--- src/rtl/thermostat_ctrl_if.sv ---
// Thermostat controller bus: regulation controls and zone flags in,
// drive outputs and state out.
interface thermostat_ctrl_if;
    logic       enable;
    logic       sample_valid;
    logic       cold;
    logic       ok;
    logic       hot;
    logic       fault_clr;
    logic       heat_on;
    logic       cool_on;
    logic       fault;
    logic [2:0] state;

    // Master side drives the controls and zone flags (environment / bench).
    modport master (
        output enable, sample_valid, cold, ok, hot, fault_clr,
        input  heat_on, cool_on, fault, state
    );

    // Slave side is the controller itself.
    modport slave (
        input  enable, sample_valid, cold, ok, hot, fault_clr,
        output heat_on, cool_on, fault, state
    );
endinterface

--- src/rtl/thermostat_ctrl.sv ---
// Thermostat controller: debounces comparator zone flags and runs a
// HOLD/HEAT/COOL state machine with minimum run time, dead time and fault trap.
module thermostat_ctrl #(
    parameter int unsigned DEBOUNCE = 3,
    parameter int unsigned MIN_RUN  = 8,
    parameter int unsigned DEAD     = 4
) (
    input logic               clk,
    input logic               rst_n,
    thermostat_ctrl_if.slave  bus
);
    typedef enum logic [2:0] {
        ST_IDLE  = 3'd0,
        ST_HOLD  = 3'd1,
        ST_HEAT  = 3'd2,
        ST_COOL  = 3'd3,
        ST_FAULT = 3'd4
    } state_e;

    typedef enum logic [1:0] {
        Z_COLD = 2'd0,
        Z_OK   = 2'd1,
        Z_HOT  = 2'd2
    } zone_e;

    localparam logic [2:0] DEB_MAX  = 3'(DEBOUNCE);
    localparam logic [3:0] RUN_MAX  = 4'(MIN_RUN);
    localparam logic [3:0] DEAD_LD  = 4'(DEAD);

    state_e     state_q, state_d;
    zone_e      cand_q, cand_d;
    zone_e      stable_q, stable_d;
    logic [2:0] deb_q, deb_d;
    logic [3:0] run_q, run_d;
    logic [3:0] dead_q, dead_d;

    logic       sample_ok;
    logic       sample_bad;
    logic       clr_take;
    zone_e      sample_zone;

    // Classify the incoming sample and detect an accepted fault clear.
    always_comb begin
        sample_ok   = 1'b0;
        sample_bad  = 1'b0;
        sample_zone = Z_OK;
        if (bus.sample_valid) begin
            case ({bus.cold, bus.ok, bus.hot})
                3'b100:  begin sample_ok = 1'b1; sample_zone = Z_COLD; end
                3'b010:  begin sample_ok = 1'b1; sample_zone = Z_OK;   end
                3'b001:  begin sample_ok = 1'b1; sample_zone = Z_HOT;  end
                default: sample_bad = 1'b1;
            endcase
        end
        clr_take = (state_q == ST_FAULT) && bus.fault_clr && !sample_bad;
    end

    // Debounce valid samples into a stable zone; a fault clear restarts from OK.
    always_comb begin
        cand_d   = cand_q;
        deb_d    = deb_q;
        stable_d = stable_q;
        if (clr_take) begin
            cand_d   = Z_OK;
            stable_d = Z_OK;
            deb_d    = 3'd0;
        end else if (sample_ok) begin
            if (sample_zone == cand_q) begin
                if (deb_q < DEB_MAX) begin
                    deb_d = deb_q + 3'd1;
                end
            end else begin
                cand_d = sample_zone;
                deb_d  = 3'd1;
            end
            if (deb_d == DEB_MAX) begin
                stable_d = cand_d;
            end
        end
    end

    // Next-state logic: invalid sample beats fault clear beats disable beats regulation.
    always_comb begin
        state_d = state_q;
        if (sample_bad) begin
            state_d = ST_FAULT;
        end else begin
            case (state_q)
                ST_IDLE: begin
                    if (bus.enable) state_d = ST_HOLD;
                end
                ST_HOLD: begin
                    if (!bus.enable)                                     state_d = ST_IDLE;
                    else if (dead_q == 4'd0 && stable_q == Z_COLD)       state_d = ST_HEAT;
                    else if (dead_q == 4'd0 && stable_q == Z_HOT)        state_d = ST_COOL;
                end
                ST_HEAT: begin
                    if (!bus.enable)                                     state_d = ST_IDLE;
                    else if (run_q == RUN_MAX && stable_q != Z_COLD)     state_d = ST_HOLD;
                end
                ST_COOL: begin
                    if (!bus.enable)                                     state_d = ST_IDLE;
                    else if (run_q == RUN_MAX && stable_q != Z_HOT)      state_d = ST_HOLD;
                end
                ST_FAULT: begin
                    if (bus.fault_clr) state_d = ST_IDLE;
                end
                default: state_d = ST_IDLE;
            endcase
        end
    end

    // Run timer counts from entry into a drive state; dead timer arms on leaving it.
    always_comb begin
        run_d = 4'd0;
        if ((state_d == ST_HEAT || state_d == ST_COOL) && state_d == state_q) begin
            run_d = (run_q < RUN_MAX) ? run_q + 4'd1 : run_q;
        end
        dead_d = (dead_q != 4'd0) ? dead_q - 4'd1 : dead_q;
        if ((state_q == ST_HEAT || state_q == ST_COOL) && state_d == ST_HOLD) begin
            dead_d = DEAD_LD;
        end
    end

    // State and counter registers with asynchronous reset to IDLE / zone OK.
    always_ff @(posedge clk or negedge rst_n) begin
        if (!rst_n) begin
            state_q  <= ST_IDLE;
            cand_q   <= Z_OK;
            stable_q <= Z_OK;
            deb_q    <= 3'd0;
            run_q    <= 4'd0;
            dead_q   <= 4'd0;
        end else begin
            state_q  <= state_d;
            cand_q   <= cand_d;
            stable_q <= stable_d;
            deb_q    <= deb_d;
            run_q    <= run_d;
            dead_q   <= dead_d;
        end
    end

    assign bus.heat_on = (state_q == ST_HEAT);
    assign bus.cool_on = (state_q == ST_COOL);
    assign bus.fault   = (state_q == ST_FAULT);
    assign bus.state   = state_q;
endmodule

--- src/flat_wrapper.sv ---
// flat-port wrapper written by rule: the top's interface ports become plain ports
module thermostat_ctrl_flat 
#(
    parameter int unsigned DEBOUNCE = 3,
    parameter int unsigned MIN_RUN  = 8,
    parameter int unsigned DEAD     = 4
)
  (clk, rst_n, bus_enable, bus_sample_valid, bus_cold, bus_ok, bus_hot, bus_fault_clr, bus_heat_on, bus_cool_on, bus_fault, bus_state);
  thermostat_ctrl_if bus_i ();
  input logic clk;
  input logic rst_n;
  input wire logic [$bits(bus_i.enable)-1:0] bus_enable;
  input wire logic [$bits(bus_i.sample_valid)-1:0] bus_sample_valid;
  input wire logic [$bits(bus_i.cold)-1:0] bus_cold;
  input wire logic [$bits(bus_i.ok)-1:0] bus_ok;
  input wire logic [$bits(bus_i.hot)-1:0] bus_hot;
  input wire logic [$bits(bus_i.fault_clr)-1:0] bus_fault_clr;
  output wire logic [$bits(bus_i.heat_on)-1:0] bus_heat_on;
  output wire logic [$bits(bus_i.cool_on)-1:0] bus_cool_on;
  output wire logic [$bits(bus_i.fault)-1:0] bus_fault;
  output wire logic [$bits(bus_i.state)-1:0] bus_state;
  assign bus_i.enable = bus_enable;
  assign bus_i.sample_valid = bus_sample_valid;
  assign bus_i.cold = bus_cold;
  assign bus_i.ok = bus_ok;
  assign bus_i.hot = bus_hot;
  assign bus_i.fault_clr = bus_fault_clr;
  assign bus_heat_on = bus_i.heat_on;
  assign bus_cool_on = bus_i.cool_on;
  assign bus_fault = bus_i.fault;
  assign bus_state = bus_i.state;
  thermostat_ctrl #(.DEBOUNCE(DEBOUNCE), .MIN_RUN(MIN_RUN), .DEAD(DEAD)) u_core (.clk(clk), .rst_n(rst_n), .bus(bus_i));
endmodule
--- config.mk ---
export PLATFORM = sky130hd
export DESIGN_NAME = thermostat_ctrl_flat
export DESIGN_NICKNAME = d
export VERILOG_FILES = /design/src/rtl/thermostat_ctrl_if.sv /design/src/rtl/thermostat_ctrl.sv /design/src/flat_wrapper.sv
export SDC_FILE = /design/constraint.sdc
export NUM_CORES = 1
export LEC_CHECK = 0
export CAP_MARGIN = 40
export CELL_PAD_IN_SITES_DETAIL_PLACEMENT = 1
export CELL_PAD_IN_SITES_GLOBAL_PLACEMENT = 2
export CORE_MARGIN = 1
export CORE_UTILIZATION = 30
export DETAILED_ROUTE_END_ITERATION = 10
export PLACE_DENSITY = 0.77
export SYNTH_ARGS = -nofsm -noshare
export SYNTH_HDL_FRONTEND = slang
export SYNTH_SLANG_ARGS = --single-unit
--- constraint.sdc ---
create_clock -name clk -period 4.2 [get_ports clk]
set_input_delay 0.42 -clock clk [delete_from_list [all_inputs] [get_ports clk]]
set_output_delay 0.42 -clock clk [all_outputs]
set_load 0.1 [all_outputs]
==> results of run 1 <==
==> path summary, 6_finish.rpt <==
path | from | end | slack (ns) | cells past startpoint
setup / recovery | u_core.bus.state[1] | bus_heat_on | 1.88 | 4
hold / removal | rst_n | u_core.run_q[1] | 0.44 | 1
setup reg to reg | u_core.dead_q[0] | u_core.dead_q[2] | 2.19 | 7
hold reg to reg | u_core.run_q[1] | u_core.run_q[1] | 0.59 | 2
max in group asynchronous | rst_n | u_core.stable_q[0] | 3.27 | 2
min in group clk | u_core.run_q[1] | u_core.run_q[1] | 0.59 | 2
==> critical path: cells and delay by family (launching register included) <==
kind,cells,cell delay [ns]
and+or+nand+nor,2,0.46
buffers and inverters,2,0.73
DFF,1,0.46
==> through the flow <==
step	hold slack, ns	utilization	area (sq um)	worst slack [ns]	instances
floorplan	0.1244	-	1136	1.511	126
global placement	0.5643	0.3773	1309	1.763	182
detailed placement	0.5830	0.4076	1414	1.676	189
CTS	0.4481	0.4196	1455	1.859	192
global route	0.4654	0.4196	1455	1.806	192
finish	0.4405	0.4196	1455	1.882	192
==> cell usage after synthesis, types with 2 or more instances <==
| cell | n | area (sq um) |
|---|---|---|
| and2_1 | 5 | 31.28 |
| nand4_1 | 2 | 12.51 |
| o21ai_0 | 10 | 50.05 |
| nor2_1 | 13 | 48.80 |
| xor2_1 | 2 | 17.52 |
| o41ai_1 | 2 | 17.52 |
| nand4b_1 | 2 | 17.52 |
| nand2b_1 | 3 | 18.77 |
| ha_1 | 5 | 62.56 |
| xnor2_1 | 4 | 35.03 |
| nand2_1 | 12 | 45.04 |
| clkbuf_1 | 2 | 7.510 |
| nor3_1 | 4 | 20.02 |
| nor3b_1 | 3 | 22.52 |
| dfstp_2 | 2 | 52.55 |
| a21o_1 | 2 | 15.01 |
| a21oi_1 | 2 | 10.01 |
| a22oi_1 | 2 | 15.01 |
| inv_1 | 8 | 30.03 |
| mux2i_1 | 3 | 30.03 |
| nor2b_1 | 4 | 25.02 |
| dfrtp_1 | 16 | 400.4 |
| a31oi_1 | 3 | 18.77 |
==> layout by cell type, fill, tap and decap left out, types with 4 or more instances in the layout <==
master	instances
nor3_1	4
ha_1	5
dfrtp_1	16
xnor2_1	4
buf_8	7
nor2b_1	4
nand2_1	12
and2_1	5
o21ai_0	10
inv_1	8
clkdlybuf4s50_1	13
nor2_1	13
==> routing by layer <==
layer / wire length [microns] / vias up / GRT usage
met5: 0 / - / 0
met4: 70 / 0 / 0.06250
li1: - / 492 / -
met1: 1218 / 473 / 0.1811
met2: 1480 / 14 / 0.2952
met3: 71 / 6 / 0.03623
==> cell families after synthesis <==
family | Yosys count
fa+ha+maj | 5
compound gates | 30
xor+xnor | 6
mux | 3
buf+inv | 11
flops | 18
simple gates | 53
==> power by group through the flow <==
stage	Combinational, W	Sequential (W)	Clock (W)
6_report	0.000173	0.000218	0.000121
5_1_grt	0.000191	0.000224	0.000133
4_1_cts	0.000175	0.000218	0.000127
3_5_place_dp	0.000175	0.000221	0
3_3_place_gp	0.000157	0.000220	0
2_1_floorplan	0.000104	0.000231	0
==> area by class of cell <==
class	count	area share
Clock buffer	3	0.02837
Tap cell	46	0.03955
Timing Repair Buffer	20	0.1617
Multi-Input combinational cell	97	0.4385
Sequential cell	18	0.3113
Inverter	8	0.02064
==> sequential cells by signal (all words and copies together) (netlist names) <==
name and cells:
u_core.stable_q 2, u_core.dead_q 4, u_core.run_q 4, u_core.cand_q 2
u_core.deb_q 3, u_core.bus.state 3
==> out/results.ini, run 1 <==
[routing]
drc=0
routed_via_density=5.130
drt-pass1-iter-count=4
dr.first_iter.drc_count=28
postRouteAntennaNets=0
routed_wl_microns=2840
vias=985
wire_per_inst_microns=14.79

[synthesis]
yosys.area_share.simple=0.2511
yosys_warnings=0
synth_nets=139
yosys.area_share.xor_xnor=0.04626
synth_edf_count=0
ys_seq_area_frac=0.3987
synth_ff_type=dfrtp_1
synthMuxAreaShare=0.02643
avgSynthCellArea_sq_um=9.017
syn_area_sq_um=1136
syn_inst=126
ys_ff_latch=18
synth_compound_area_frac=0.1828
ys_types=38
synthArstFlopShare=1.000
synth_top_family_by_area=simple AND/OR/NAND/NOR gates
synth_adder_area_share=0.05507

[clocking]
cts_tree=done
cts-root-buf=clkbuf_8
cts_hold_buffers=0
numCtsBuffers=3
cts_resized=0
cts.path.max_buffers=2
h-tree-depth=1
clock-sinks=18
clkTransAtPathRegs_ns=0.07
post_cts_buffers=0
clkLatencyLatePin_ns=0.25

[critical_path]
critPathMaxStageDelay_ns=0.52
cp.arrival_ns=1.90
critPathMaxFanout=6
worstPathRequired_ns=3.78
path_cells=nor2b_1 > and2_1 > clkdlybuf4s50_1 > buf_8
critPathCaptureType=output pin
cpMaxStageDelayCell=clkdlybuf4s50_1
start_kind=flip-flop
crit_type=reg -> out

[layout]
syn_to_final_growth_pct=28.08
n_antenna_cell=0
layout-drive-gt1-share=0.1096
regArea_sq_um=452.9
nNetsFinal=161
fill_cells=407
multi_input_area_sq_um=638.1

[sta]
drv_slew=0
min_period_over_period=0.5520
min_period_ns=2.318
worstMarginPinSlew_ns=0.7391
fin_setup_tns_ns=0
slew_headroom=0.5062
setup_viol=0
hold_violations=0
rsz0062_at_grt=no
fin_skew_ns=0.001492
timing.fmax_mhz=431.4

[die]
die-area_sq_um=4037
ios=14
die_x_microns=63.54
coreArea_sq_um=3468
die_y_microns=63.54
num_rows=21
initial_utilization=0.3276

[global_routing]
grt_pass1_vias=1087
grt_max_degree=13
antenna_found_initial=0
grt_usage=0.1625
grt_first_pass_wirelength_microns=5064
grt_remaining_overflow=0

[min_path]
hp-class=in -> async

[status]
status=finished, final reports clean

[placed_design]
dp_hpwl_microns=2213
port_buffers=13
routabilityCongestion=0.7783

[run]
drv_cap=0

[pwr]
power_switching_w=0.0001788
clockPowerShare=0.236
internal_power_w=0.0003331
combPwrFrac=0.338
p_total_w=0.0005119
vdd_drop_max_mv=0.2330
seq_power_share=0.426
swShare=0.3493
p_leak_nw=0.6188
p_per_area_nw_per_um2=351.8

No activity file was read; power rests on OpenSTA's default activity.
==> run 2: changes to the inputs <==
--- a/config.mk
+++ b/config.mk
@@ -11,7 +11,7 @@
 export CORE_MARGIN = 1
 export CORE_UTILIZATION = 30
 export DETAILED_ROUTE_END_ITERATION = 10
-export PLACE_DENSITY = 0.77
+export PLACE_DENSITY = 0.8
 export SYNTH_ARGS = -nofsm -noshare
 export SYNTH_HDL_FRONTEND = slang
 export SYNTH_SLANG_ARGS = --single-unit
==> constraint.sdc (replaced) <==
create_clock -name clk -period 1.9 [get_ports clk]
set_input_delay 0.19 -clock clk [delete_from_list [all_inputs] [get_ports clk]]
set_output_delay 0.19 -clock clk [all_outputs]
set_load 0.1 [all_outputs]
==> run 2 against run 1 <==
Sequential share of layout area shrank 1.6 points. Sequential power up 110%. Clock power grew to 2.7 times the previous value. Wire length increased by 5.6%. Worst hold slack worse by 0.18 ns. Flip-flop and latch count did not move. Count of clock-buffer cells in the layout is 1 higher. Final cell count grew 7.3%. Setup slack worse by 1.8 ns. Global-route usage increased by 0.86 points. Combinational power grew to 2.7 times the previous value.
==> out/results.ini, run 2 (same netlist as run 1, synthesis figures left out) <==
[global_routing]
grt_max_degree=19
grt_remaining_overflow=0
grt_pass1_vias=1152
antenna_found_initial=0
grt_first_pass_wirelength_microns=5340
grt_usage=0.1710

[critical_path]
critPathCaptureType=flip-flop
r2r_setup_slack_ns=0.09
rr_startpoint=u_core.deb_q[0]
crit_type=reg -> reg
cp.arrival_ns=2.00
critPathMaxFanout=2
ff2ff_path_depth=5
worstPathRequired_ns=2.08
worst_r2r_endpoint=u_core.stable_q[1]
start_kind=flip-flop

[routing]
drt-pass1-iter-count=2
postRouteAntennaNets=0
routed_via_density=5.068
drc=0
vias=1044
routed_wl_microns=2998
dr.first_iter.drc_count=7
wire_per_inst_microns=14.55

[layout]
stdcell_count=206
final_cell_mix=buf_4, nor2_1, dfrtp_1
layout-drive-gt1-share=0.2688
syn_to_final_growth_pct=37.67
fin_area_sq_um=1564
fill_cells=430
top_regs=u_core.dead_q (4), u_core.run_q (4)
n_antenna_cell=0
final_common_cell=buf_4
nNetsFinal=174

[placed_design]
routabilityCongestion=0.7760
port_buffers=13
dp.cells=202
dp_hpwl_microns=2370
place_area_sq_um=1504

[sta]
worstMarginPinSlew_ns=0.4009
slew_headroom=0.7299
timing.fmax_mhz=552.0
min_period_over_period=0.9534
fin_setup_tns_ns=0
rsz0062_at_grt=yes
hold_violations=0
fin_skew_ns=0.004417
min_period_ns=1.811
setup_viol=0
drv_slew=0
timing.hold.ws_ns=0.2614

[clocking]
cts.path.max_buffers=2
h-tree-depth=1
numCtsBuffers=3
cts-root-buf=clkbuf_8
cts_tree=done
cts_hold_buffers=0
clkTransAtPathRegs_ns=0.07
clock-sinks=18
cts_resized=0
post_cts_buffers=0
clkLatencyLatePin_ns=0.26

[die]
num_rows=21
coreArea_sq_um=3468
ios=14
die_y_microns=63.54
die-area_sq_um=4037
initial_utilization=0.3276
die_x_microns=63.54

[status]
status=finished, final reports clean

[pwr]
p_per_area_nw_per_um2=807.2
p_leak_nw=0.6866
vdd_drop_max_mv=0.3959

[run]
drv_cap=0

[min_path]
hp-class=in -> async

run 2: cell types whose count changed in the layout (fill, tap and decap cells not counted), moves of 2 or more:
cell             previous run  this run
clkdlybuf4s50_1            13         7
buf_4                       0        23
buf_8                       7         0
dfrtp_4                     0         2
dfrtp_1                    16        13
buf_12                      0         3
run 2: critical path, stage by stage (launching register included):
cell and delay, ns:
dfrtp_1 0.38, ha_1 0.30, or3b_2 0.45, a21o_1 0.22, nor3_2 0.17, mux2i_1 0.22
run 2: metrics by stage:
stage | util | setup WS, ns | total power, W
6_report | 0.4509 | 0.08854 | 0.001262
2_1_floorplan | - | -0.3344 | 0.0007558
4_1_cts | 0.4495 | 0.007510 | 0.001266
3_5_place_dp | 0.4336 | -0.1914 | 0.0009416
3_3_place_gp | 0.4336 | -0.1035 | 0.0009209
5_1_grt | 0.4509 | -0.007702 | 0.001343
run 2: final cells by class:
class / instances / area [sq um] / share of cell area
multi-input cells: 97 / 653.1 / 0.4176
flip-flops and latches: 18 / 461.7 / 0.2952
repair buffers: 33 / 302.8 / 0.1936
well taps: 46 / 57.56 / 0.03680
clock buffers: 4 / 55.05 / 0.03520
inverters: 8 / 33.78 / 0.02160
run 2: how the worst max path moves through the flow:
stage / start / slack (ns) / to / cells after the start
detailed placement: bus_cold / -0.19 / u_core.stable_q[1] / 7
global placement: bus_hot / -0.10 / u_core.dead_q[1] / 6
floorplan: u_core.bus.state[1] / -0.33 / u_core.deb_q[2] / 8
CTS: u_core.deb_q[0] / 0.008 / u_core.stable_q[1] / 5
finish: u_core.deb_q[0] / 0.09 / u_core.stable_q[1] / 5
global route: u_core.deb_q[1] / -0.008 / u_core.stable_q[1] / 5
run 2: power by group:
group	switching (W)	total (W)	internal [W]	leakage, nW
clock	0.000138	0.000323	0.000185	0.0288
combinational	0.000263	0.000475	0.000212	0.424
sequential	0.0000360	0.000465	0.000429	0.234
run 2: routing by layer:
layer,global-route usage,wire (microns),part of all wire
met1,0.2085,1346,0.45
met2,0.2965,1558,0.52
met3,0.03261,58,0.019
met4,0.05966,36,0.012
met5,0,0,0
==> run 3: changes to the inputs <==
--- a/config.mk
+++ b/config.mk
@@ -12,6 +12,7 @@
 export CORE_UTILIZATION = 30
 export DETAILED_ROUTE_END_ITERATION = 10
 export PLACE_DENSITY = 0.8
+export SLEW_MARGIN = 0
 export SYNTH_ARGS = -nofsm -noshare
 export SYNTH_HDL_FRONTEND = slang
 export SYNTH_SLANG_ARGS = --single-unit
==> results of run 3 <==
No change in the layout: final DEF, timing and power equal those of run 2.
